===== src/rtl/rhd_pkg.sv =====
// Shared constants for the RHD2000-style SPI responder: command opcodes,
// FSM state encoding, frame length and the read-only identification ROM.
package rhd_pkg;

  // Command opcodes carried in bits [15:14] of a command frame
  localparam logic [1:0] CMD_CONVERT = 2'b00;
  localparam logic [1:0] CMD_CALIB   = 2'b01;
  localparam logic [1:0] CMD_WRITE   = 2'b10;
  localparam logic [1:0] CMD_READ    = 2'b11;

  // Number of SCK rising edges in a well-formed frame
  localparam int FRAME_BITS = 16;

  // Bit counter stops here so any overlong frame still reads as "not 16"
  localparam logic [4:0] BIT_CNT_SAT = 5'd17;

  typedef enum logic [1:0] {
    ST_IDLE  = 2'd0,
    ST_SHIFT = 2'd1,
    ST_DONE  = 2'd2
  } rhd_state_e;

  // Read-only identification registers ("INTAN" plus chip id)
  localparam logic [5:0] ROM_ADDR_I  = 6'd40;
  localparam logic [5:0] ROM_ADDR_N0 = 6'd41;
  localparam logic [5:0] ROM_ADDR_T  = 6'd42;
  localparam logic [5:0] ROM_ADDR_A  = 6'd43;
  localparam logic [5:0] ROM_ADDR_N1 = 6'd44;
  localparam logic [5:0] ROM_ADDR_ID = 6'd63;

  localparam logic [7:0] ROM_VAL_I = 8'h49;
  localparam logic [7:0] ROM_VAL_N = 8'h4E;
  localparam logic [7:0] ROM_VAL_T = 8'h54;
  localparam logic [7:0] ROM_VAL_A = 8'h41;

  // Value of a read-only register; unmapped addresses read as zero
  function automatic logic [7:0] rom_value(input logic [5:0] addr,
                                           input logic [7:0] chip_id);
    logic [7:0] v;
    v = 8'h00;
    case (addr)
      ROM_ADDR_I:  v = ROM_VAL_I;
      ROM_ADDR_N0: v = ROM_VAL_N;
      ROM_ADDR_T:  v = ROM_VAL_T;
      ROM_ADDR_A:  v = ROM_VAL_A;
      ROM_ADDR_N1: v = ROM_VAL_N;
      ROM_ADDR_ID: v = chip_id;
      default:     v = 8'h00;
    endcase
    return v;
  endfunction

endpackage


===== src/rtl/rhd_sync_edge.sv =====
// Two-flop synchronizer for an asynchronous pin, followed by a delay flop
// used to produce single-cycle rise/fall pulses. The synchronizer resets
// to 0, so a pin that is high when reset releases shows up as a rise.
module rhd_sync_edge
  import rhd_pkg::*;
(
  input  logic i_clk,
  input  logic i_rst_n,
  input  logic i_async,
  output logic o_rise,
  output logic o_fall
);

  logic r_meta;
  logic r_sync;
  logic r_dly;

  // Synchronize the pin and keep one cycle of history for edge detection
  always_ff @(posedge i_clk) begin
    if (!i_rst_n) begin
      r_meta <= 1'b0;
      r_sync <= 1'b0;
      r_dly  <= 1'b0;
    end else begin
      r_meta <= i_async;
      r_sync <= r_meta;
      r_dly  <= r_sync;
    end
  end

  assign o_rise = r_sync & ~r_dly;
  assign o_fall = ~r_sync & r_dly;

endmodule


===== src/rtl/rhd_spi_responder.sv =====
// SPI responder emulating the amplifier end of an RHD2000 link. Receives
// 16-bit CS-framed commands, executes CONVERT/READ/WRITE/CALIBRATE and
// returns each frame's result on MISO two frames later.
//
// state    | meaning
// ---------+-----------------------------------------------------------
// ST_IDLE  | CS high; waiting for CS fall (only honoured when armed)
// ST_SHIFT | CS low; shifting command in on SCK rise, result out on fall
// ST_DONE  | one cycle after CS rise; commit a 16-bit frame or flag error
module rhd_spi_responder
  import rhd_pkg::*;
#(
  parameter int         NUM_CH      = 32,
  parameter logic [7:0] CHIP_ID     = 8'd1,
  parameter int         NUM_RW_REGS = 22
) (
  input  logic        sysclk,
  input  logic        sys_rst_n,
  input  logic        rhd_cs,
  input  logic        rhd_sck,
  input  logic        rhd_mosi,
  output logic        rhd_miso,
  output logic [15:0] cmd_word,
  output logic        cmd_valid,
  output logic        frame_err
);

  localparam int         AW          = $clog2(NUM_RW_REGS);
  localparam logic [6:0] LP_NUM_CH   = 7'(NUM_CH);
  localparam logic [6:0] LP_NUM_RW   = 7'(NUM_RW_REGS);
  localparam logic [5:0] LP_LAST_CH  = 6'(NUM_CH - 1);
  localparam logic [4:0] LP_FRAME    = 5'(FRAME_BITS);

  // Synchronized edge events
  logic w_cs_rise;
  logic w_cs_fall;
  logic w_sck_rise;
  logic w_sck_fall;

  logic r_mosi_meta;
  logic r_mosi_sync;

  rhd_state_e r_state;
  rhd_state_e w_state_nxt;

  // FSM output decodes
  logic w_start;
  logic w_shifting;
  logic w_commit;
  logic w_abort;

  logic        r_armed;
  logic [4:0]  r_bit_cnt;
  logic [15:0] r_rx;
  logic [15:0] r_miso_sr;
  logic [15:0] r_slot1;
  logic [15:0] r_slot2;
  logic [15:0] r_cmd_word;
  logic        r_cmd_valid;
  logic        r_frame_err;
  logic [9:0]  r_sample_cnt;
  logic [7:0]  r_regs [NUM_RW_REGS];

  // Command decode of the received word
  logic [1:0]    w_op;
  logic [5:0]    w_addr;
  logic [7:0]    w_data;
  logic [AW-1:0] w_reg_idx;
  logic          w_addr_is_rw;
  logic          w_addr_is_ch;
  logic [7:0]    w_rd_val;
  logic [15:0]   w_result;

  rhd_sync_edge u_sync_cs (
    .i_clk   (sysclk),
    .i_rst_n (sys_rst_n),
    .i_async (rhd_cs),
    .o_rise  (w_cs_rise),
    .o_fall  (w_cs_fall)
  );

  rhd_sync_edge u_sync_sck (
    .i_clk   (sysclk),
    .i_rst_n (sys_rst_n),
    .i_async (rhd_sck),
    .o_rise  (w_sck_rise),
    .o_fall  (w_sck_fall)
  );

  // MOSI only needs the two-flop synchronizer; it is sampled on SCK rise
  always_ff @(posedge sysclk) begin
    if (!sys_rst_n) begin
      r_mosi_meta <= 1'b0;
      r_mosi_sync <= 1'b0;
    end else begin
      r_mosi_meta <= rhd_mosi;
      r_mosi_sync <= r_mosi_meta;
    end
  end

  // FSM state register
  always_ff @(posedge sysclk) begin
    if (!sys_rst_n) begin
      r_state <= ST_IDLE;
    end else begin
      r_state <= w_state_nxt;
    end
  end

  // FSM next-state logic
  always_comb begin
    w_state_nxt = r_state;
    case (r_state)
      ST_IDLE:  if (w_cs_fall && r_armed) w_state_nxt = ST_SHIFT;
      ST_SHIFT: if (w_cs_rise) w_state_nxt = ST_DONE;
      ST_DONE:  w_state_nxt = ST_IDLE;
      default:  w_state_nxt = ST_IDLE;
    endcase
  end

  // FSM outputs: frame control strobes and the MISO pin
  always_comb begin
    w_start    = 1'b0;
    w_shifting = 1'b0;
    w_commit   = 1'b0;
    w_abort    = 1'b0;
    rhd_miso   = 1'b0;
    case (r_state)
      ST_IDLE:  w_start = w_cs_fall && r_armed;
      ST_SHIFT: begin
        w_shifting = 1'b1;
        rhd_miso   = r_miso_sr[15];
      end
      ST_DONE: begin
        w_commit = (r_bit_cnt == LP_FRAME);
        w_abort  = (r_bit_cnt != LP_FRAME);
      end
      default: ;
    endcase
  end

  // Frame datapath: shift registers, bit counter, result pipeline, strobes.
  // An SCK rise in the same cycle as CS rise is still shifted in, because
  // the DONE decision is taken a cycle later from the updated count.
  always_ff @(posedge sysclk) begin
    if (!sys_rst_n) begin
      r_armed     <= 1'b0;
      r_bit_cnt   <= 5'd0;
      r_rx        <= 16'h0000;
      r_miso_sr   <= 16'h0000;
      r_slot1     <= 16'h0000;
      r_slot2     <= 16'h0000;
      r_cmd_word  <= 16'h0000;
      r_cmd_valid <= 1'b0;
      r_frame_err <= 1'b0;
    end else begin
      if (w_cs_rise) begin
        r_armed <= 1'b1;
      end
      if (w_start) begin
        r_bit_cnt <= 5'd0;
        r_miso_sr <= r_slot2;
      end
      if (w_shifting && w_sck_rise) begin
        r_rx <= {r_rx[14:0], r_mosi_sync};
        if (r_bit_cnt != BIT_CNT_SAT) begin
          r_bit_cnt <= r_bit_cnt + 5'd1;
        end
      end
      if (w_shifting && w_sck_fall) begin
        r_miso_sr <= {r_miso_sr[14:0], 1'b0};
      end
      if (w_commit) begin
        r_cmd_word <= r_rx;
        r_slot2    <= r_slot1;
        r_slot1    <= w_result;
      end
      r_cmd_valid <= w_commit;
      r_frame_err <= w_abort;
    end
  end

  assign cmd_word  = r_cmd_word;
  assign cmd_valid = r_cmd_valid;
  assign frame_err = r_frame_err;

  assign w_op         = r_rx[15:14];
  assign w_addr       = r_rx[13:8];
  assign w_data       = r_rx[7:0];
  assign w_reg_idx    = w_addr[AW-1:0];
  assign w_addr_is_rw = ({1'b0, w_addr} < LP_NUM_RW);
  assign w_addr_is_ch = ({1'b0, w_addr} < LP_NUM_CH);
  assign w_rd_val     = w_addr_is_rw ? r_regs[w_reg_idx]
                                     : rom_value(w_addr, CHIP_ID);

  // Result word for the frame currently held in the receive register
  always_comb begin
    w_result = 16'h0000;
    case (w_op)
      CMD_CONVERT: if (w_addr_is_ch) w_result = {w_addr, r_sample_cnt};
      CMD_WRITE:   w_result = {8'hFF, w_data};
      CMD_READ:    w_result = {8'h00, w_rd_val};
      CMD_CALIB:   w_result = 16'h0000;
      default:     w_result = 16'h0000;
    endcase
  end

  // Writable registers commit in DONE so a READ in the next frame sees them
  always_ff @(posedge sysclk) begin
    if (!sys_rst_n) begin
      for (int i = 0; i < NUM_RW_REGS; i++) begin
        r_regs[i] <= 8'h00;
      end
    end else if (w_commit && (w_op == CMD_WRITE) && w_addr_is_rw) begin
      r_regs[w_reg_idx] <= w_data;
    end
  end

  // Sample counter advances once per full channel sweep (last channel)
  always_ff @(posedge sysclk) begin
    if (!sys_rst_n) begin
      r_sample_cnt <= 10'd0;
    end else if (w_commit && (w_op == CMD_CONVERT) && (w_addr == LP_LAST_CH)) begin
      r_sample_cnt <= r_sample_cnt + 10'd1;
    end
  end

endmodule


===== config.mk =====
export PLATFORM = sky130hd
export DESIGN_NAME = rhd_spi_responder
export DESIGN_NICKNAME = d
export VERILOG_FILES = /design/src/rtl/rhd_pkg.sv /design/src/rtl/rhd_sync_edge.sv /design/src/rtl/rhd_spi_responder.sv
export SDC_FILE = /design/constraint.sdc
export NUM_CORES = 1
export LEC_CHECK = 0
export CAP_MARGIN = 20
export CORE_ASPECT_RATIO = 1.25
export CORE_MARGIN = 3
export CORE_UTILIZATION = 47
export CTS_CLUSTER_SIZE = 14
export DETAILED_ROUTE_END_ITERATION = 7
export HOLD_SLACK_MARGIN = 0.08
export PLACE_DENSITY_LB_ADDON = 0.12
export SLEW_MARGIN = 30
export SYNTH_ARGS = -nofsm -noshare
export SYNTH_HDL_FRONTEND = slang
export SYNTH_SLANG_ARGS = --single-unit
export TNS_END_PERCENT = 100

===== constraint.sdc =====
create_clock -name sysclk -period 6.2 [get_ports sysclk]
set_clock_uncertainty 0.05 [all_clocks]
set_input_delay 1.24 -clock sysclk [delete_from_list [all_inputs] [get_ports sysclk]]
set_output_delay 1.24 -clock sysclk [all_outputs]
set_load 0.01 [all_outputs]

==> impl_metrics.py, run 1 <==
metrics = {
    "setup_path": {
        "path_delay_family": "simple AND/OR/NAND/NOR gates",
        "max_stage_delay_ps": 870,
        "crit_slowest_cell": "nand4_1",
        "cp_max_fo": 17,
        "cp.required_ps": 6350,
        "path_cells": "nor2b_1 -> nand4_1 -> nor3_1 -> nand2b_1",
        "cp_num_buf_inv": 0,
        "crit_type": "reg2reg",
        "start_kind": "flop",
        "reg2reg_slack_ps": 2270,
        "end_kind": "flop",
        "cp.arrival_ps": 4070,
    },
    "clock_tree": {
        "post_cts_buffers": 0,
        "cts_sinks": 369,
        "cts_buffer_depth": 3,
        "clock-root-buffer": "clkbuf_16",
        "cts_hold_buf": 0,
        "cts_buffers": 39,
        "clk_pin_slew_ps": 60,
        "cts_resized": 0,
        "htreeDepth": 2,
        "insertion_delay_ps": 530,
        "cts_tree": "done",
    },
    "finish": {
        "num_antenna_cells": 0,
        "layout_common_cells": "edfxtp_1, and2_1, nand2_1",
        "post-route-util": 0.544,
        "design_area_mm2": 0.0179,
        "final_common_cell": "edfxtp_1",
        "drive_gt1_frac": 0.123,
        "final_nets": 1301,
        "area_growth_syn_to_layout_pct": 13.4,
        "layout.cells.non_filler": 1739,
    },
    "sta": {
        "rsz0062_at_grt": "false",
        "post-route-period-util": 0.633,
        "slew_headroom": 0.393,
        "setup_viol": 0,
        "hold_viol": 0,
        "final.min_clock_period_ps": 3930,
        "hold_ws_ps": 382,
        "tns_ps": 0,
        "maxSlewViolCount": 0,
        "worst_slack_ps": 2270,
        "max_freq_ghz": 0.255,
        "worst_pin_slew_ps": 910,
    },
    "route": {
        "wl_mm": 37.6,
        "wl_per_cell_um": 21.6,
        "drtIter0Drc": 1064,
        "drt_pass1_iterations": 5,
        "drc_errors": 0,
        "num_vias": 9715,
        "via_per_inst": 5.59,
        "detail-route-antenna-nets": 0,
    },
    "logic_synthesis": {
        "synth_area_per_cell_um2": 13.0,
        "synth.area.top_cells": "edfxtp_1, dfxtp_1, mux4_2",
        "syn_inst": 1218,
        "yosys.area.top_type": "edfxtp_1",
        "ys_seq_elements": 369,
        "synth-edff-count": 256,
        "synth_cell_type_count": 59,
        "synth_top_area_share": 0.486,
        "ys_seq_area_frac": 0.629,
        "async_flop_share": 0,
        "ys.flop_type": "edfxtp_1",
        "yosys_warnings": 0,
        "synth_area_mm2": 0.0158,
    },
    "pwr": {
        "p_int_mw": 4.15,
        "p_switching_mw": 1.03,
        "pwr-share-comb": 0.017,
        "total_power_mw": 5.18,
        "powerDensity_mw_per_mm2": 289,
        "p_seq_frac": 0.523,
        "peakVddDrop_uv": 156,
        "swShare": 0.198,
        "power_leakage_nw": 6.10,
        "pwr-share-clk": 0.460,
    },
    "placement": {
        "dp_hpwl_mm": 22.8,
        "dp.cells": 1669,
        "gp_congestion": 0.839,
        "place_area_mm2": 0.0166,
        "post-place-ws_ps": 1850,
        "io_buffer_count": 23,
    },
    "floorplanning": {
        "dieArea_mm2": 0.0359,
        "num_rows": 74,
        "io-pin-count": 24,
        "die_h_um": 211,
        "die_x_um": 170,
        "core_area_mm2": 0.0330,
        "start_util": 0.480,
    },
    "grt": {
        "overflow": 0,
        "grt_max_degree": 56,
        "grt_usage": 0.213,
        "grt_pass1_wl_mm": 58.1,
        "first_global_vias": 9641,
        "antenna_found_initial": 0,
    },
    "run_status": {
        "status": "complete, no violations",
    },
    "flow_run": {
        "maxCapViolations": 0,
    },
    "hold_path": {
        "hold_class": "reg2reg",
    },
}
==> power groups by stage <==
stage	registers, mW	logic, mW	clock network (mW)
floorplan	2.75	0.0630	0
global placement	2.76	0.0867	0
detailed placement	2.76	0.0881	0
CTS	2.71	0.0884	2.42
global route	2.71	0.0977	2.53
finish	2.71	0.0884	2.38
==> flip-flops by register name, summed over array words and instances, names as in the netlist, named ones only <==
name,count
cmd_word,16
cmd_valid,1
r_slot1,16
r_bit_cnt,5
r_regs,256
u_sync_sck.r_sync,1
r_sample_cnt,10
r_rx,16
frame_err,1
r_slot2,16
r_miso_sr,16
r_armed,1
r_state,2
r_mosi_meta,1
u_sync_cs.r_dly,1
u_sync_cs.r_meta,1
u_sync_sck.r_meta,1
r_mosi_sync,1
u_sync_cs.r_sync,1
u_sync_sck.r_dly,1
==> worst paths after layout <==
path | startpoint | end | cells past startpoint
worst max-delay path | r_rx[15]$_SDFFE_PN0P_ | r_regs[20][6]$_SDFFCE_PN0P_ | 4
worst min-delay path | u_sync_cs.r_meta$_SDFF_PN0_ | u_sync_cs.r_sync$_SDFF_PN0_ | 1
worst max register to register | r_rx[15]$_SDFFE_PN0P_ | r_regs[20][6]$_SDFFCE_PN0P_ | 4
worst min register to register | u_sync_cs.r_meta$_SDFF_PN0_ | u_sync_cs.r_sync$_SDFF_PN0_ | 1
==> final cells by class <==
class                           count  area, um2
Clock buffer                       58       1140
Clock inverter                     12        156
Inverter                           10       37.5
Sequential cell                   369       9960
Fill cell                        2783      15000
Tap cell                          418        523
Timing Repair Buffer               41        365
Multi-Input combinational cell    831       5740
==> metal layers <==
metal,wire (um),up-vias,GRT usage
li1,-,4531,-
met1,15600,4897,0.275
met2,19500,232,0.376
met3,1560,55,0.0303
met4,881,0,0.0585
met5,0,-,0
==> synthesized netlist by cell type, types with 3 or more instances <==
cell and number:
a221oi_1 7, buf_6 3, nand2_1 136, dfxtp_1 113, mux2i_1 26, o21ai_0 16, nand3_1 12, clkbuf_1 60
mux4_2 55, nand3b_1 3, o21ai_1 19, nor2b_1 7, a21o_1 3, buf_1 7, a22oi_1 20, nand2b_1 8
mux2_2 6, edfxtp_1 256, buf_2 13, inv_2 3, nand4bb_1 3, nor3b_1 3, inv_1 6, and2_1 188
o22ai_1 6, or4_1 3, xnor2_1 8, a31oi_1 6, nor2_1 43, or3_1 10, buf_4 3, nor2_2 5
nand4_1 5, mux4_1 8, nor4_1 3, o2111ai_1 3, ha_1 4, or2_2 5, nor3_1 17, a21oi_1 92
==> kinds of logic (layout without fill, tap and decap cells) <==
group                    count (synthesis)  count (layout)  share of synthesized area
other                                    1              80                   0.000237
flip-flops                             369             369                      0.629
AND/OR/NAND/NOR                        458             458                      0.154
adder cells (fa/ha/maj)                  4               4                    0.00317
AO/OA/AOI/OAI                          186             186                     0.0693
multiplexers                            95              95                      0.112
buffers and inverters                   97             121                     0.0272
XOR/XNOR                                 8               8                    0.00443
Power figures use the tool's default switching activity.
==> run 2, diff against run 1 <==
clock period = 3.6 ns   (was 6.2 ns; I/O delays follow)
==> impl_metrics.py, run 2 (same netlist as run 1, synthesis figures left out) <==
metrics = {
    "run_status": {
        "status": "complete, no violations",
    },
    "clock_tree": {
        "cts_resized": 0,
        "cts_buffers": 38,
        "cts_hold_buf": 0,
        "cts_buffer_depth": 3,
        "htreeDepth": 2,
        "post_cts_buffers": 0,
        "cts_sinks": 369,
        "clk_pin_slew_ps": 60,
        "cts_tree": "done",
        "insertion_delay_ps": 530,
        "clock-root-buffer": "clkbuf_16",
    },
    "finish": {
        "largest_reg_flops": 256,
        "layout_common_cells": "edfxtp_1, and2_1, nand2_1",
        "post-route-util": 0.551,
        "num_antenna_cells": 0,
        "area_growth_syn_to_layout_pct": 14.8,
        "final_common_cell": "edfxtp_1",
        "top_register": "r_regs",
        "final_nets": 1331,
        "drive_gt1_frac": 0.145,
    },
    "pwr": {
        "power_leakage_nw": 6.25,
        "total_power_mw": 8.78,
        "powerDensity_mw_per_mm2": 484,
        "peakVddDrop_uv": 317,
    },
    "floorplanning": {
        "core_area_mm2": 0.0330,
        "die_x_um": 170,
        "die_h_um": 211,
        "io-pin-count": 24,
        "start_util": 0.480,
        "num_rows": 74,
        "dieArea_mm2": 0.0359,
    },
    "sta": {
        "slew_headroom": 0.364,
        "rsz0062_at_grt": "false",
        "maxSlewViolCount": 0,
        "hold_viol": 0,
        "tns_ps": 0,
        "worst_pin_slew_ps": 954,
        "post-route-period-util": 0.847,
        "final.min_clock_period_ps": 3050,
        "setup_viol": 0,
        "max_freq_ghz": 0.328,
    },
    "route": {
        "drc_errors": 0,
        "drtIter0Drc": 823,
        "via_per_inst": 5.52,
        "drt_pass1_iterations": 5,
        "num_vias": 9767,
        "wl_mm": 37.7,
        "wl_per_cell_um": 21.3,
        "detail-route-antenna-nets": 0,
    },
    "grt": {
        "antenna_found_initial": 0,
        "grt_usage": 0.213,
        "grt_max_degree": 79,
        "grt_pass1_wl_mm": 57.8,
        "first_global_vias": 9670,
        "overflow": 0,
    },
    "hold_path": {
        "whs_endpoint": "r_mosi_sync$_SDFF_PN0_",
        "hold_start": "r_mosi_meta$_SDFF_PN0_",
        "hold_depth": 1,
        "hold_class": "reg2reg",
    },
    "setup_path": {
        "cp.required_ps": 3720,
        "crit_type": "reg2reg",
        "cp.arrival_ps": 3170,
        "cp_max_fo": 8,
        "start_kind": "flop",
        "r2r-start": "r_bit_cnt[0]$_SDFF_PN0_",
        "end_kind": "flop",
        "path_cells": "inv_1 -> ha_1 -> and4bb_2 -> nand3_1 -> or4_1 -> buf_4 -> o21ai_1",
        "reg2reg_slack_ps": 550,
        "r2r-end": "r_regs[5][4]$_SDFFCE_PN0P_",
        "path_delay_family": "simple AND/OR/NAND/NOR gates",
        "cp_num_buf_inv": 2,
        "max_stage_delay_ps": 720,
        "worstRegToRegCells": 7,
        "crit_slowest_cell": "or4_1",
    },
    "placement": {
        "gp_congestion": 0.837,
        "io_buffer_count": 23,
        "dp_hpwl_mm": 23.9,
    },
    "flow_run": {
        "maxCapViolations": 0,
    },
}
==> run 2: cell type report <==
| class | count | area, um2 |
|---|---|---|
| Multi-Input combinational cell | 831 | 5740 |
| Timing Repair Buffer | 72 | 648 |
| Tap cell | 418 | 523 |
| Inverter | 10 | 37.5 |
| Fill cell | 2780 | 14800 |
| Clock inverter | 20 | 206 |
| Clock buffer | 48 | 1040 |
| Sequential cell | 369 | 9960 |
==> run 2: worst register-to-register path, delay by kind of cell (launching register included) <==
| family | cells | cell delay, ps |
|---|---|---|
| DFF | 1 | 340 |
| buffers and inverters | 2 | 370 |
| adders and majority gates | 1 | 190 |
| AOI/OAI and AO/OA | 1 | 550 |
| and+or+nand+nor | 3 | 1200 |
==> run 2: metrics by stage <==
stage | instance area (um2) | hold WS, ps | setup slack, ps | std cells
after floorplan | 16100 | 362 | 1120 | 1297
after global placement | 16900 | 370 | 328 | 1700
after detailed placement | 16900 | 373 | 300 | 1700
after CTS | 18200 | 388 | 562 | 1768
after global routing | 18200 | 406 | 430 | 1768
final | 18200 | 385 | 552 | 1768
==> run 2: worst max-delay path by stage <==
| stage | endpoint | cells after the start | slack (ps) | start |
|---|---|---|---|---|
| global placement | r_regs[5][7]$_SDFFCE_PN0P_ | 5 | 330 | sys_rst_n |
| detailed placement | r_regs[1][5]$_SDFFCE_PN0P_ | 5 | 300 | sys_rst_n |
| global route | r_regs[1][3]$_SDFFCE_PN0P_ | 7 | 430 | r_bit_cnt[0]$_SDFF_PN0_ |
| CTS | r_regs[1][5]$_SDFFCE_PN0P_ | 7 | 560 | r_bit_cnt[0]$_SDFF_PN0_ |
| floorplan | r_regs[9][0]$_SDFFCE_PN0P_ | 7 | 1120 | r_bit_cnt[0]$_SDFF_PN0_ |
| finish | r_regs[5][4]$_SDFFCE_PN0P_ | 7 | 550 | r_bit_cnt[0]$_SDFF_PN0_ |
==> run 2: power breakdown <==
group / switching [mW] / leakage, nW / internal [mW]
combinational: 0.106 / 2.08 / 0.0585
clock: 1.62 / 0.615 / 2.34
sequential: 0.0355 / 3.55 / 4.62
==> run 2: metal layers <==
metal / vias to the layer above / global-route usage / routed length (um)
met5: - / 0 / 0
met4: 0 / 0.0728 / 1220
met3: 71 / 0.0281 / 1430
met2: 207 / 0.367 / 19100
met1: 4912 / 0.279 / 15900
li1: 4577 / - / -
